## src/rtl/nbr64_ctrl_if.sv

```systemverilog
// Request/response handshake and NBR64 macro pins of the evaluation controller.
// The master side is the front end plus the macro model; the slave side is nbr64_ctrl.
interface nbr64_ctrl_if #(
  parameter int CNT_W = 3
);
  logic             req_valid;
  logic             req_ready;
  logic [63:0]      req_chal;
  logic             rsp_valid;
  logic             rsp_ready;
  logic             rsp_bit;
  logic [CNT_W-1:0] rsp_ones;
  logic             busy;
  logic [63:0]      puf_c;
  logic             puf_reset;
  logic             puf_out;

  modport master (
    output req_valid, req_chal, rsp_ready, puf_out,
    input  req_ready, rsp_valid, rsp_bit, rsp_ones, busy, puf_c, puf_reset
  );

  modport slave (
    input  req_valid, req_chal, rsp_ready, puf_out,
    output req_ready, rsp_valid, rsp_bit, rsp_ones, busy, puf_c, puf_reset
  );
endinterface

```

## src/rtl/nbr64_ctrl.sv

```systemverilog
// NBR64 bistable-ring PUF evaluation controller: runs NEVAL reset/settle/sample
// evaluations per accepted challenge and returns a majority-voted bit plus ones-count.
module nbr64_ctrl #(
  parameter  int NEVAL      = 5,
  parameter  int RESET_CYC  = 4,
  parameter  int SETTLE_CYC = 16,
  localparam int CNT_W      = $clog2(NEVAL + 1)
) (
  input  logic         clk,
  input  logic         rst_n,
  nbr64_ctrl_if.slave  bus
);

  localparam int PH_RAW = ($clog2(RESET_CYC) > $clog2(SETTLE_CYC)) ?
                          $clog2(RESET_CYC) : $clog2(SETTLE_CYC);
  localparam int PH_W   = (PH_RAW < 1) ? 1 : PH_RAW;

  typedef enum logic [2:0] {
    ST_IDLE   = 3'd0,
    ST_RST    = 3'd1,
    ST_SETTLE = 3'd2,
    ST_SAMPLE = 3'd3,
    ST_DONE   = 3'd4
  } state_e;

  state_e           state_q, state_d;
  logic [PH_W-1:0]  phase_q, phase_d;
  logic [CNT_W-1:0] ones_q, ones_d;
  logic [CNT_W-1:0] eval_q, eval_d;
  logic [63:0]      chal_q, chal_d;
  logic             puf_reset_q, puf_reset_d;
  logic             rsp_valid_q, rsp_valid_d;
  logic             rsp_bit_q, rsp_bit_d;
  logic [CNT_W-1:0] rsp_ones_q, rsp_ones_d;
  logic             sync1_q, sync1_d;
  logic             sync2_q, sync2_d;
  logic [CNT_W-1:0] ones_inc_s;

  // Next-state and next-output computation for the evaluation sequencer
  always_comb begin
    state_d     = state_q;
    phase_d     = phase_q;
    ones_d      = ones_q;
    eval_d      = eval_q;
    chal_d      = chal_q;
    puf_reset_d = puf_reset_q;
    rsp_valid_d = rsp_valid_q;
    rsp_bit_d   = rsp_bit_q;
    rsp_ones_d  = rsp_ones_q;
    sync1_d     = bus.puf_out;
    sync2_d     = sync1_q;
    // Only the synchronized macro output ever feeds the vote
    ones_inc_s  = ones_q + CNT_W'(sync2_q);

    case (state_q)
      ST_IDLE: begin
        if (bus.req_valid) begin
          chal_d      = bus.req_chal;
          ones_d      = '0;
          eval_d      = '0;
          phase_d     = '0;
          puf_reset_d = 1'b1;
          state_d     = ST_RST;
        end else begin
          state_d     = ST_IDLE;
        end
      end
      ST_RST: begin
        if (phase_q == PH_W'(RESET_CYC - 1)) begin
          phase_d     = '0;
          puf_reset_d = 1'b0;
          state_d     = ST_SETTLE;
        end else begin
          phase_d     = phase_q + PH_W'(1);
        end
      end
      ST_SETTLE: begin
        if (phase_q == PH_W'(SETTLE_CYC - 1)) begin
          phase_d = '0;
          state_d = ST_SAMPLE;
        end else begin
          phase_d = phase_q + PH_W'(1);
        end
      end
      ST_SAMPLE: begin
        ones_d = ones_inc_s;
        eval_d = eval_q + CNT_W'(1);
        if (eval_q == CNT_W'(NEVAL - 1)) begin
          rsp_valid_d = 1'b1;
          rsp_ones_d  = ones_inc_s;
          // NEVAL is odd, so a strict majority always exists
          rsp_bit_d   = (ones_inc_s > CNT_W'(NEVAL / 2));
          state_d     = ST_DONE;
        end else begin
          puf_reset_d = 1'b1;
          state_d     = ST_RST;
        end
      end
      ST_DONE: begin
        if (bus.rsp_ready) begin
          rsp_valid_d = 1'b0;
          state_d     = ST_IDLE;
        end else begin
          state_d     = ST_DONE;
        end
      end
      default: begin
        puf_reset_d = 1'b0;
        rsp_valid_d = 1'b0;
        state_d     = ST_IDLE;
      end
    endcase
  end

  // State, counters, synchronizer and registered outputs
  always_ff @(posedge clk or negedge rst_n) begin
    if (!rst_n) begin
      state_q     <= ST_IDLE;
      phase_q     <= '0;
      ones_q      <= '0;
      eval_q      <= '0;
      chal_q      <= 64'd0;
      puf_reset_q <= 1'b0;
      rsp_valid_q <= 1'b0;
      rsp_bit_q   <= 1'b0;
      rsp_ones_q  <= '0;
      sync1_q     <= 1'b0;
      sync2_q     <= 1'b0;
    end else begin
      state_q     <= state_d;
      phase_q     <= phase_d;
      ones_q      <= ones_d;
      eval_q      <= eval_d;
      chal_q      <= chal_d;
      puf_reset_q <= puf_reset_d;
      rsp_valid_q <= rsp_valid_d;
      rsp_bit_q   <= rsp_bit_d;
      rsp_ones_q  <= rsp_ones_d;
      sync1_q     <= sync1_d;
      sync2_q     <= sync2_d;
    end
  end

  assign bus.req_ready = (state_q == ST_IDLE);
  assign bus.busy      = (state_q != ST_IDLE);
  assign bus.puf_c     = chal_q;
  assign bus.puf_reset = puf_reset_q;
  assign bus.rsp_valid = rsp_valid_q;
  assign bus.rsp_bit   = rsp_bit_q;
  assign bus.rsp_ones  = rsp_ones_q;

endmodule

```

## src/flat_wrapper.sv

```systemverilog
// flat-port wrapper written by rule: the top's interface ports become plain ports
module nbr64_ctrl_flat 
#(
  parameter  int NEVAL      = 5,
  parameter  int RESET_CYC  = 4,
  parameter  int SETTLE_CYC = 16,
  localparam int CNT_W      = $clog2(NEVAL + 1)
)
  (clk, rst_n, bus_req_valid, bus_req_chal, bus_rsp_ready, bus_puf_out, bus_req_ready, bus_rsp_valid, bus_rsp_bit, bus_rsp_ones, bus_busy, bus_puf_c, bus_puf_reset);
  nbr64_ctrl_if #(.CNT_W(3)) bus_i ();
  input  logic clk;
  input  logic rst_n;
  input wire logic [$bits(bus_i.req_valid)-1:0] bus_req_valid;
  input wire logic [$bits(bus_i.req_chal)-1:0] bus_req_chal;
  input wire logic [$bits(bus_i.rsp_ready)-1:0] bus_rsp_ready;
  input wire logic [$bits(bus_i.puf_out)-1:0] bus_puf_out;
  output wire logic [$bits(bus_i.req_ready)-1:0] bus_req_ready;
  output wire logic [$bits(bus_i.rsp_valid)-1:0] bus_rsp_valid;
  output wire logic [$bits(bus_i.rsp_bit)-1:0] bus_rsp_bit;
  output wire logic [$bits(bus_i.rsp_ones)-1:0] bus_rsp_ones;
  output wire logic [$bits(bus_i.busy)-1:0] bus_busy;
  output wire logic [$bits(bus_i.puf_c)-1:0] bus_puf_c;
  output wire logic [$bits(bus_i.puf_reset)-1:0] bus_puf_reset;
  assign bus_i.req_valid = bus_req_valid;
  assign bus_i.req_chal = bus_req_chal;
  assign bus_i.rsp_ready = bus_rsp_ready;
  assign bus_i.puf_out = bus_puf_out;
  assign bus_req_ready = bus_i.req_ready;
  assign bus_rsp_valid = bus_i.rsp_valid;
  assign bus_rsp_bit = bus_i.rsp_bit;
  assign bus_rsp_ones = bus_i.rsp_ones;
  assign bus_busy = bus_i.busy;
  assign bus_puf_c = bus_i.puf_c;
  assign bus_puf_reset = bus_i.puf_reset;
  nbr64_ctrl #(.NEVAL(NEVAL), .RESET_CYC(RESET_CYC), .SETTLE_CYC(SETTLE_CYC)) u_core (.clk(clk), .rst_n(rst_n), .bus(bus_i));
endmodule
```

## config.mk

```make
export PLATFORM = sky130hd
export DESIGN_NAME = nbr64_ctrl_flat
export DESIGN_NICKNAME = d
export VERILOG_FILES = /design/src/rtl/nbr64_ctrl_if.sv /design/src/rtl/nbr64_ctrl.sv /design/src/flat_wrapper.sv
export SDC_FILE = /design/constraint.sdc
export NUM_CORES = 1
export LEC_CHECK = 0
export ABC_AREA = 1
export ABC_CLOCK_PERIOD_IN_PS = 2200
export BUFFER_PORTS_ARGS = -buffer_cell sky130_fd_sc_hd__clkbuf_2
export CORE_MARGIN = 1
export CORE_UTILIZATION = 35
export CTS_CLUSTER_DIAMETER = 50
export DETAILED_ROUTE_END_ITERATION = 6
export SKIP_CTS_REPAIR_TIMING = 1
export SLEW_MARGIN = 30
export SYNTH_ARGS = -nofsm -noshare
export SYNTH_HDL_FRONTEND = slang
export SYNTH_SLANG_ARGS = --single-unit
```

## constraint.sdc

```tcl
create_clock -name clk -period 2.2 [get_ports clk]
set_input_delay 0 -clock clk [delete_from_list [all_inputs] [get_ports clk]]
set_output_delay 0 -clock clk [all_outputs]
set_load 0.01 [all_outputs]
```

# After elaboration in Yosys (flattened, before gate mapping)
# Index checks and enable logic that the tools add are counted.
[word_totals] output_inout_bits=72 word_cells=63 n_memories=0 latch_bits=0 mem_bits_rw=0 regBits=85 in_bits=69 rom_bits=0
[op_classes] div=0 add_sub_neg=3 n_lt_le_gt_ge=1 n_reduce_logical=13 n_eq_ne=13 n_shift=0 n_mux=20 bitwise=2 n_mul=0
[ops] operator="3-bit 2-to-1 mux" n=5
[ops] operator="3-bit one-hot mux with 5 select lines" n=1
[ops] operator="4-bit 2-to-1 mux" n=3
[ops] operator="3-bit one-hot mux with 2 select lines" n=2
[ops] operator="4-bit one-hot mux with 3 select lines" n=1
[ops] operator="2-bit AND reduction" n=5
[ops] operator="3-bit by 2-bit equality test with 1-bit output (second input constant)" n=2
[ops] operator="3-bit equality test (second input constant)" n=2
[ops] operator="1-bit 2-to-1 mux" n=6
[ops] operator="2-bit by 1-bit inequality test with 1-bit output (second input constant)" n=3
[ops] operator="2-bit inequality test (second input constant)" n=3
[ops] operator="3-bit nonzero test" n=2
[ops] operator="4-bit by 1-bit adder with 4-bit output (second input constant)" n=1
[ops] operator="4-bit by 2-bit equality test with 1-bit output (second input constant)" n=1
[ops] operator="4-bit equality test (second input constant)" n=1
[ops] operator="1-bit one-hot mux with 4 select lines" n=1
[ops] operator="4-bit AND reduction" n=1
[ops] operator="3-bit by 1-bit adder with 3-bit output" n=1
[ops] operator="3-bit by 1-bit adder with 3-bit output (second input constant)" n=1
[ops] operator="3-bit by 1-bit equality test with 1-bit output (second input constant)" n=1
[ops] operator="3-bit by 2-bit > comparator with 1-bit output (second input constant)" n=1
[ops] operator="3-bit logical NOT" n=1
[ops] operator="1-bit one-hot mux with 3 select lines" n=1
[ops] operator="3-bit AND reduction" n=1
[ops] operator="4 further kinds" n=5

# Depth between registers and ports, before layout
# Gate-level depths: netlist of the first run.
[logic_depth] depth_word=4 mapped_depth=9 ltp_nobuf=9

# Worst setup path after synthesis of the first run
# No wires, ideal clock.
[synth_path] path_kind="reg-to-reg" start="register u_core.state_q[2]" end="register u_core.chal_q[58], in the netlist u_core.bus.puf_c[58]" slack_ns=0.975 stages_incl_launch_ff=8 synth_period_minus_slack_ns=1.225 n_path_buf=3 arrival_ns=1.103 path_cell_list="dfrtp_1 -> buf_6 -> inv_1 -> nand3_4 -> buf_6 -> buf_6 -> nand2_1 -> o21ai_1"
[synth_between] elab_chain_len=2
[synth_rtl] item="start: declaration" line_no="nbr64_ctrl.sv:26" rtl="state_e state_q, state_d;"
[synth_rtl] item="start signal: assignment" line_no="nbr64_ctrl.sv:130" rtl="state_q <= state_d;"
[synth_rtl] item="3-bit logical NOT" line_no="nbr64_ctrl.sv:55" rtl="case (state_q)"
[synth_rtl] item="2-bit AND reduction (no source line)"
[synth_rtl] item="end signal: assignment" line_no="nbr64_ctrl.sv:134" rtl="chal_q <= chal_d;"
[synth_rtl] item="end: declaration" line_no="nbr64_ctrl.sv:30" rtl="logic [63:0] chal_q, chal_d;"
# No other way between the ends.
# A chain may end at the register's enable or synchronous reset.

# Worst setup path after layout of the first run
[layout_path] start="register u_core.state_q[1]" end="register u_core.chal_q[6], in the netlist u_core.bus.puf_c[6]"
# Same word-level chain as after synthesis.

==> results of run 1 <==
## metrics by stage
step | area (um2) | instances | utilization, % | total power, W | worst slack [ns]
3_5_place_dp | 4388 | 657 | 44.48 | 0.005155 | 0.5485
4_1_cts | 4559 | 673 | 46.22 | 0.006174 | 0.5232
5_1_grt | 5230 | 740 | 53.02 | 0.006746 | 0.3543
2_1_floorplan | 3582 | 395 | - | 0.004191 | 0.9752
3_3_place_gp | 4388 | 657 | 44.48 | 0.005080 | 0.5962
6_report | 5230 | 740 | 53.02 | 0.006189 | 0.5242
## final timing paths
kind / end / cells after the start / start / slack [ns]
max in group asynchronous: u_core.eval_q[0] / 3 / rst_n / 1.43
min in group clk: u_core.bus.puf_reset / 6 / bus_req_valid / 0.16
hold reg to reg: u_core.sync2_q / 0 / u_core.sync1_q / 0.36
setup reg to reg: u_core.bus.puf_c[6] / 5 / u_core.state_q[1] / 0.52
setup / recovery: u_core.bus.puf_c[6] / 5 / u_core.state_q[1] / 0.52
hold / removal: u_core.bus.puf_c[13] / 2 / rst_n / 0.14
## per-layer routing
layer  global-route usage [%]  up-vias
met5                        0        -
met4                    4.117        0
met3                    5.356       10
met2                    21.59       98
met1                    18.88     1387
li1                         -     1618
## registers in the layout (all words and copies together) (netlist names), 3 cells and up
name                 flops
u_core.bus.puf_c        64
u_core.bus.rsp_ones      3
u_core.eval_q            3
u_core.ones_q            3
u_core.phase_q           4
u_core.state_q           3
## report_power, final
part	leakage, nW	total, W	internal (W)	switching [W]
clock	0.0877	0.000989	0.000473	0.000515
sequential	1.07	0.00268	0.00226	0.000427
combinational	1.82	0.00252	0.00106	0.00146
total	2.98	0.00619	0.00379	0.00240
## final cells by class
cell class / count / area (um2) / share of cell area (%)
flip-flops and latches: 85 / 2127 / 40.67
repair buffers: 211 / 1429 / 27.32
multi-input cells: 214 / 1032 / 19.74
inverters: 81 / 304.0 / 5.813
clock buffers: 15 / 166.4 / 3.182
well taps: 133 / 166.4 / 3.182
clock inverters: 1 / 5.005 / 0.09569
## cell families (layout without fill, tap and decap cells)
kind of cell / after synthesis / count (layout) / share of synthesized area, %
AOI/OAI and AO/OA: 76 / 76 / 11.21
xor gates and xnor gates: 3 / 3 / 0.7336
adders and majority gates: 5 / 5 / 1.746
buffers and inverters: 96 / 308 / 11.81
DFF: 85 / 85 / 59.38
and+or+nand+nor: 130 / 130 / 15.12
## worst max-delay path, cell delays in order (launching register included)
cell and delay [ns]:
dfrtp_1 0.47, nor2_4 0.20, nand3_4 0.34, buf_12 0.33, nand2_1 0.08, o21ai_0 0.08
## placed cells by master (no fill, tap or decap), drive strengths merged
cell type    count
a21oi            1
buf              5
clkbuf         154
clkinv           1
dfrtp           85
dlygate4sd3     67
ha               5
inv             81
nand2          103
nand3           14
nand3b           1
nand4            1
nor2            11
o21ai           74
o21bai           1
xnor2            1
xor2             2
==> flow_summary.json, run 1 <==
{
  "yosysWarnings": 0,
  "vias_per_cell": 4.207,
  "drtIter0Drc": 96,
  "antenna_cells": 0,
  "first_pass_iters": 4,
  "setup-violations-final": 0,
  "drcViolationCount": 0,
  "dieArea_mm2": 0.01064,
  "grt_max_degree": 65,
  "worst_pin_slew_ns": 0.4530,
  "met1_length_mm": 3.782,
  "timing.hold.ws_ns": 0.1396,
  "crit_fanout": 64,
  "syn-instance-count": 395,
  "clk_pin_slew_ns": 0.08,
  "nFillCells": 927,
  "power_density_mw_per_mm2": 1183,
  "grt_pass1_vias": 2529,
  "clock_sinks": 85,
  "insertion_delay_ns": 0.35,
  "max_slew_margin_pct": 69.80,
  "drt-wirelength-per-cell_um": 10.98,
  "slew_violations": 0,
  "cp_data_required_time_ns": 2.42,
  "wl_mm": 8.126,
  "synth_nets": 469,
  "yosysMostFrequentCell": "nand2_1",
  "rows": 36,
  "hpwl_mm": 5.395,
  "port-buffer-count": 140,
  "grt_antenna_before_repair": 0,
  "tns_ns": 0,
  "min_period_ns": 1.676,
  "worstSetupPathType": "register to register",
  "die_h_um": 103.2,
  "synth_top_area_share_pct": 59.38,
  "grtUsageTotal_pct": 14.19,
  "skew_ns": 0.007290,
  "cp-end-kind": "register",
  "drt.antenna.violating_nets": 0,
  "drive_gt1_share_pct": 27.18,
  "setup.worst_path.start_class": "register",
  "maxCapViolCount": 0,
  "synth.avg_cell_area_um2": 9.069,
  "synth-edff-count": 0,
  "fin_nets": 676,
  "synth_ff_type": "dfrtp_1",
  "final_hold_viol_count": 0,
  "grt.overflow.total": 0,
  "ios": 141,
  "syn_area_mm2": 0.003582,
  "power.leakage_nw": 2.981,
  "yosysSeqAreaShare_pct": 59.38,
  "async_reset_ff_share_pct": 100.0,
  "vdd_drop_max_uv": 443.0,
  "route.met3.wl_um": 486,
  "highest_layer": "met4",
  "cts_buffer_depth": 2,
  "synth_common_cells": "102 x nand2_1, 85 x dfrtp_1, 81 x inv_1, 55 x o21ai_1, 14 x o21ai_0",
  "gp_congestion": 0.7854,
  "status": "finished clean",
  "wl_met2_mm": 3.775,
  "root_buffer": "clkbuf_8",
  "dr_total_vias": 3113,
  "htreeDepth": 3,
  "cts_tree": "built",
  "rsz0062_at_grt": "no",
  "fp.coreArea_mm2": 0.009864,
  "arrival_ns": 1.90,
  "syn_to_final_growth_pct": 46.00,
  "start_util_pct": 36.31,
  "yosys-top-cells-area": "dfrtp_1 59%, nand2_1 11%, inv_1 8.5%, o21ai_1 7.7%, buf_6 2.5%",
  "yosys.area.top_type": "dfrtp_1",
  "fin_crit_sh_pct": 76.17,
  "grt_pass1_wl_mm": 11.59,
  "ys_types": 22,
  "fmax_mhz": 596.7,
  "synth-seq-cells": 85,
  "holdCritPathClass": "primary input to asynchronous set/reset pin",
  "die_w_um": 103.2,
  "cts_made_buffers": 9
}
(Power assumes the default switching activity.)
==> inputs of run 2 (changes only) <==
ABC_CLOCK_PERIOD_IN_PS = 1400   (was 2200)
clock period = 1.4 ns   (was 2.2 ns; I/O delays follow)
==> run 2 against run 1 <==
The run now ends with negative setup slack left; clock skew grew 0.0021 ns; fmax up 19%; critical path depth is 1 higher; hold slack worse by 0.025 ns; global-route usage grew 0.50 points; worst setup slack got worse by 0.53 ns; critical path type unchanged; core utilization increased by 5.1 points; count of clock-buffer cells in the layout fell by 3; largest power group is now combinational logic; largest cell class unchanged.
==> flow_summary.json, run 2 (synthesis gave the netlist of run 1 again) <==
{
  "power.leakage_nw": 3.202,
  "dieArea_mm2": 0.01064,
  "ios": 141,
  "largest_register_ff_count": 64,
  "drtIter0Drc": 77,
  "htreeDepth": 3,
  "status": "finished, violations left",
  "max_slew_margin_pct": 72.30,
  "cp_data_required_time_ns": 1.69,
  "cts_made_buffers": 9,
  "crit_family": "buffers and inverters",
  "insertion_delay_ns": 0.36,
  "grt_pass1_vias": 2625,
  "drt-wirelength-per-cell_um": 13.47,
  "setup-violations-final": 9,
  "skew_ns": 0.009411,
  "final_common_cell": "clkbuf_2",
  "clock_sinks": 85,
  "drcViolationCount": 0,
  "cp-end-kind": "register",
  "slew_violations": 0,
  "slowest_delay_ns": 0.46,
  "rows": 36,
  "first_pass_iters": 4,
  "start_util_pct": 36.31,
  "drt.antenna.violating_nets": 0,
  "final_hold_viol_count": 0,
  "grtUsageTotal_pct": 14.68,
  "critPathMostFrequentCell": "buf_6",
  "root_buffer": "clkbuf_8",
  "die_w_um": 103.2,
  "vdd_drop_max_uv": 731.9,
  "die_h_um": 103.2,
  "vias_per_cell": 4.422,
  "wl_mm": 10.24,
  "setup.worst_path.start_class": "register",
  "fp.coreArea_mm2": 0.009864,
  "hpwl_mm": 5.284,
  "fmax_mhz": 708.8,
  "grt.overflow.total": 0,
  "slowest_stage": "dfrtp_2",
  "crit_fanout": 17,
  "finalWorstSetupSlack_ns": -0.01075,
  "rsz0062_at_grt": "yes",
  "cts_buffer_depth": 2,
  "antenna_cells": 0,
  "dr_total_vias": 3361,
  "arrival_ns": 1.70,
  "worst_pin_slew_ns": 0.4155,
  "clk_pin_slew_ns": 0.09,
  "port-buffer-count": 140,
  "dp.cells": 658,
  "gp_congestion": 0.8154,
  "final_util_pct": 58.12,
  "worstSetupPathType": "register to register",
  "grt_pass1_wl_mm": 11.98,
  "critPathBufInv": 3,
  "maxCapViolCount": 0,
  "violations": "negative setup slack",
  "final_cell_mix": "139 x clkbuf_2, 83 x dfrtp_1, 80 x inv_1, 76 x nand2_1, 67 x dlygate4sd3_1",
  "grt_max_degree": 70,
  "drive_gt1_share_pct": 37.96,
  "fin_nets": 698,
  "power_density_mw_per_mm2": 1926,
  "grt_antenna_before_repair": 0,
  "holdCritPathClass": "primary input to asynchronous set/reset pin",
  "cts_tree": "built",
  "min_period_ns": 1.411,
  "fin_crit_sh_pct": 100.8,
  "cp_cell_sequence": "nor2_4 -> buf_6 -> nand3_4 -> buf_12 -> buf_6 -> o21ai_1",
  "stdcell_count": 760,
  "syn_to_final_growth_pct": 60.04
}
==> run 2: final cells by class <==
class | count | area (um2)
flip-flops and latches | 85 | 2130
inverters | 81 | 304.0
well taps | 133 | 166.4
clock inverters | 2 | 10.01
repair buffers | 233 | 1784
fillers | 866 | 4131
clock buffers | 12 | 155.1
multi-input cells | 214 | 1184
==> run 2: metal layers <==
layer | part of all wire, % | global-route usage (%)
met4 | 1.2 | 4.442
met1 | 44 | 18.60
met3 | 4.7 | 5.763
met2 | 50 | 23.18
met5 | 0 | 0
==> run 2: final timing paths <==
kind | end | start | cells after the start | slack [ns]
setup / recovery | u_core.bus.puf_c[56] | u_core.state_q[0] | 6 | -0.01
hold / removal | u_core.bus.puf_c[6] | rst_n | 2 | 0.11
setup reg to reg | u_core.bus.puf_c[56] | u_core.state_q[0] | 6 | -0.01
hold reg to reg | u_core.sync2_q | u_core.sync1_q | 0 | 0.36
max in group asynchronous | u_core.bus.puf_c[34] | rst_n | 3 | 0.71
min in group clk | u_core.bus.puf_reset | bus_req_valid | 6 | 0.13
==> run 2: power by group <==
part	internal (W)	leakage, nW	switching, W
clock	0.000718	0.0881	0.000850
combinational	0.00241	2.05	0.00278
sequential	0.00355	1.07	0.000729
==> run 2: stage by stage <==
step	setup TNS [ns]	area, um2	power, W	hold slack [ns]	worst slack, ns
floorplan	0	3582	0.006585	-0.2956	0.1752
global placement	0	4408	0.007997	-0.03003	0.1363
detailed placement	0	4408	0.008130	-0.02817	0.07951
CTS	-0.1881	4573	0.009737	-0.4300	-0.1008
global route	-2.562	5733	0.01194	0.1449	-0.08490
finish	-0.06231	5733	0.01104	0.1144	-0.01075
==> inputs of run 3 (changes only) <==
ABC_CLOCK_PERIOD_IN_PS = default   (was 1400)
CELL_PAD_IN_SITES_DETAIL_PLACEMENT = 0   (was default)
CELL_PAD_IN_SITES_GLOBAL_PLACEMENT = 2   (was default)
CORE_UTILIZATION = 25   (was 35)
PLACE_DENSITY_LB_ADDON = 0.1   (was default)
==> run 3 against run 2 <==
The run now ends clean; final cell count up 4.1%; clock skew fell by 0.0049 ns; critical path depth fell by 1; critical path type is now register to primary output; largest power group is now registers; highest routed layer unchanged.
==> flow_summary.json, run 3 (synthesis gave the netlist of run 1 again) <==
{
  "hpwl_mm": 6.158,
  "htreeDepth": 3,
  "max_slew_margin_pct": 78.46,
  "cp_data_required_time_ns": 1.40,
  "start_util_pct": 25.71,
  "die_h_um": 121.7,
  "power.leakage_nw": 3.067,
  "rsz0062_at_grt": "no",
  "slowest_delay_ns": 0.44,
  "tns_ns": 0,
  "total_power_w": 0.01050,
  "finalWorstSetupSlack_ns": 0.1071,
  "arrival_ns": 1.29,
  "skew_ns": 0.004539,
  "status": "finished clean",
  "cts_buffer_depth": 2,
  "timing.hold.ws_ns": 0.05453,
  "grt_antenna_before_repair": 0,
  "drt.antenna.violating_nets": 0,
  "grt_pass1_vias": 2866,
  "r2r_cells": 5,
  "cts_made_buffers": 9,
  "maxCapViolCount": 0,
  "worstReg2RegEnd": "u_core.ones_q[1]",
  "gp_congestion": 0.7035,
  "dr_total_vias": 3119,
  "power_density_mw_per_mm2": 1925,
  "r2r_setup_slack_ns": 0.13,
  "syn_to_final_growth_pct": 52.18,
  "die_w_um": 121.7,
  "final_hold_viol_count": 0,
  "worstSetupPathType": "register to primary output",
  "antenna_cells": 0,
  "final_cell_mix": "139 x clkbuf_2, 102 x nand2_1, 83 x dfrtp_1, 80 x inv_1, 67 x dlygate4sd3_1",
  "slew_violations": 0,
  "port-buffer-count": 140,
  "slowest_stage": "dfrtp_2",
  "cts_tree": "built",
  "rr_startpoint": "u_core.state_q[0]",
  "grtUsageTotal_pct": 12.58,
  "insertion_delay_ns": 0.34,
  "setup-violations-final": 0,
  "drt-wirelength-per-cell_um": 11.03,
  "holdCritPathClass": "primary input to asynchronous set/reset pin",
  "cp_cell_sequence": "nor2_4 -> inv_2 -> nor2_4 -> inv_1 -> clkbuf_2",
  "final_common_cell": "clkbuf_2",
  "vias_per_cell": 3.943,
  "rows": 43,
  "grt_pass1_wl_mm": 14.00,
  "fmax_mhz": 773.4,
  "min_period_ns": 1.293,
  "first_pass_iters": 4,
  "grt_max_degree": 54,
  "dpl_cell_area_mm2": 0.004482,
  "root_buffer": "clkbuf_16",
  "design_area_mm2": 0.005451,
  "worst_pin_slew_ns": 0.3231,
  "vdd_drop_max_uv": 669.3,
  "clock_sinks": 85,
  "critPathMostFrequentCell": "nor2_4",
  "wl_mm": 8.724,
  "setup.worst_path.start_class": "register",
  "dieArea_mm2": 0.01481,
  "drtIter0Drc": 47,
  "drive_gt1_share_pct": 28.81,
  "crit_fanout": 5,
  "dp_slack_ns": 0.05315,
  "fin_crit_sh_pct": 92.35,
  "grt.overflow.total": 0,
  "fin_nets": 680,
  "cp-end-kind": "primary output",
  "ios": 141,
  "clk_pin_slew_ns": 0.06,
  "fp.coreArea_mm2": 0.01393,
  "drcViolationCount": 0,
  "largest_register_ff_count": 64
}
## run 3: cell count changes in the layout (fill, tap and decap cells not counted), sizes merged
cell | before | now
clkbuf | 157 | 151
buf | 21 | 9
clkinv | 2 | 4
## run 3: area by class of cell
class | instances | area (um2)
flip-flops and latches | 85 | 2130
multi-input cells | 214 | 1047
fillers | 1459 | 8483
clock inverters | 4 | 23.77
inverters | 81 | 304.0
well taps | 180 | 225.2
clock buffers | 12 | 246.5
repair buffers | 215 | 1475
## run 3: metrics by stage
stage	cells	util, %
2_1_floorplan	395	-
3_3_place_gp	707	32.16
3_5_place_dp	707	32.16
4_1_cts	723	34.10
5_1_grt	791	39.12
6_report	791	39.12
## run 3: how the worst max path moves through the flow
| stage | startpoint | to | slack, ns | cells past startpoint |
|---|---|---|---|---|
| 6_report | u_core.state_q[0] | bus_busy | 0.11 | 5 |
| 3_5_place_dp | u_core.state_q[1] | u_core.bus.puf_c[7] | 0.05 | 5 |
| 3_3_place_gp | u_core.state_q[1] | u_core.bus.puf_c[7] | 0.08 | 5 |
| 4_1_cts | u_core.state_q[1] | bus_busy | -0.08 | 5 |
| 2_1_floorplan | u_core.state_q[2] | u_core.bus.puf_c[58] | 0.18 | 7 |
| 5_1_grt | u_core.phase_q[0] | u_core.state_q[0] | 0.007 | 7 |
## run 3: worst max-delay path, delay by kind of cell, from the launching register on
| kind | cells | cell delay [ns] |
|---|---|---|
| and+or+nand+nor | 2 | 0.27 |
| buffers and inverters | 3 | 0.24 |
| DFF | 1 | 0.44 |
## run 3: report_power, final
group          switching, W  internal [W]
clock network      0.000955       0.00125
registers          0.000640       0.00356
logic               0.00235       0.00174
## run 3: layer usage
| layer | track usage [%] | part of all wire (%) | routed length, um |
|---|---|---|---|
| met3 | 6.086 | 7.4 | 642 |
| met1 | 15.08 | 45 | 3932 |
| met2 | 19.03 | 46 | 3996 |
| met4 | 5.556 | 1.8 | 153 |
| met5 | 0 | 0 | 0 |
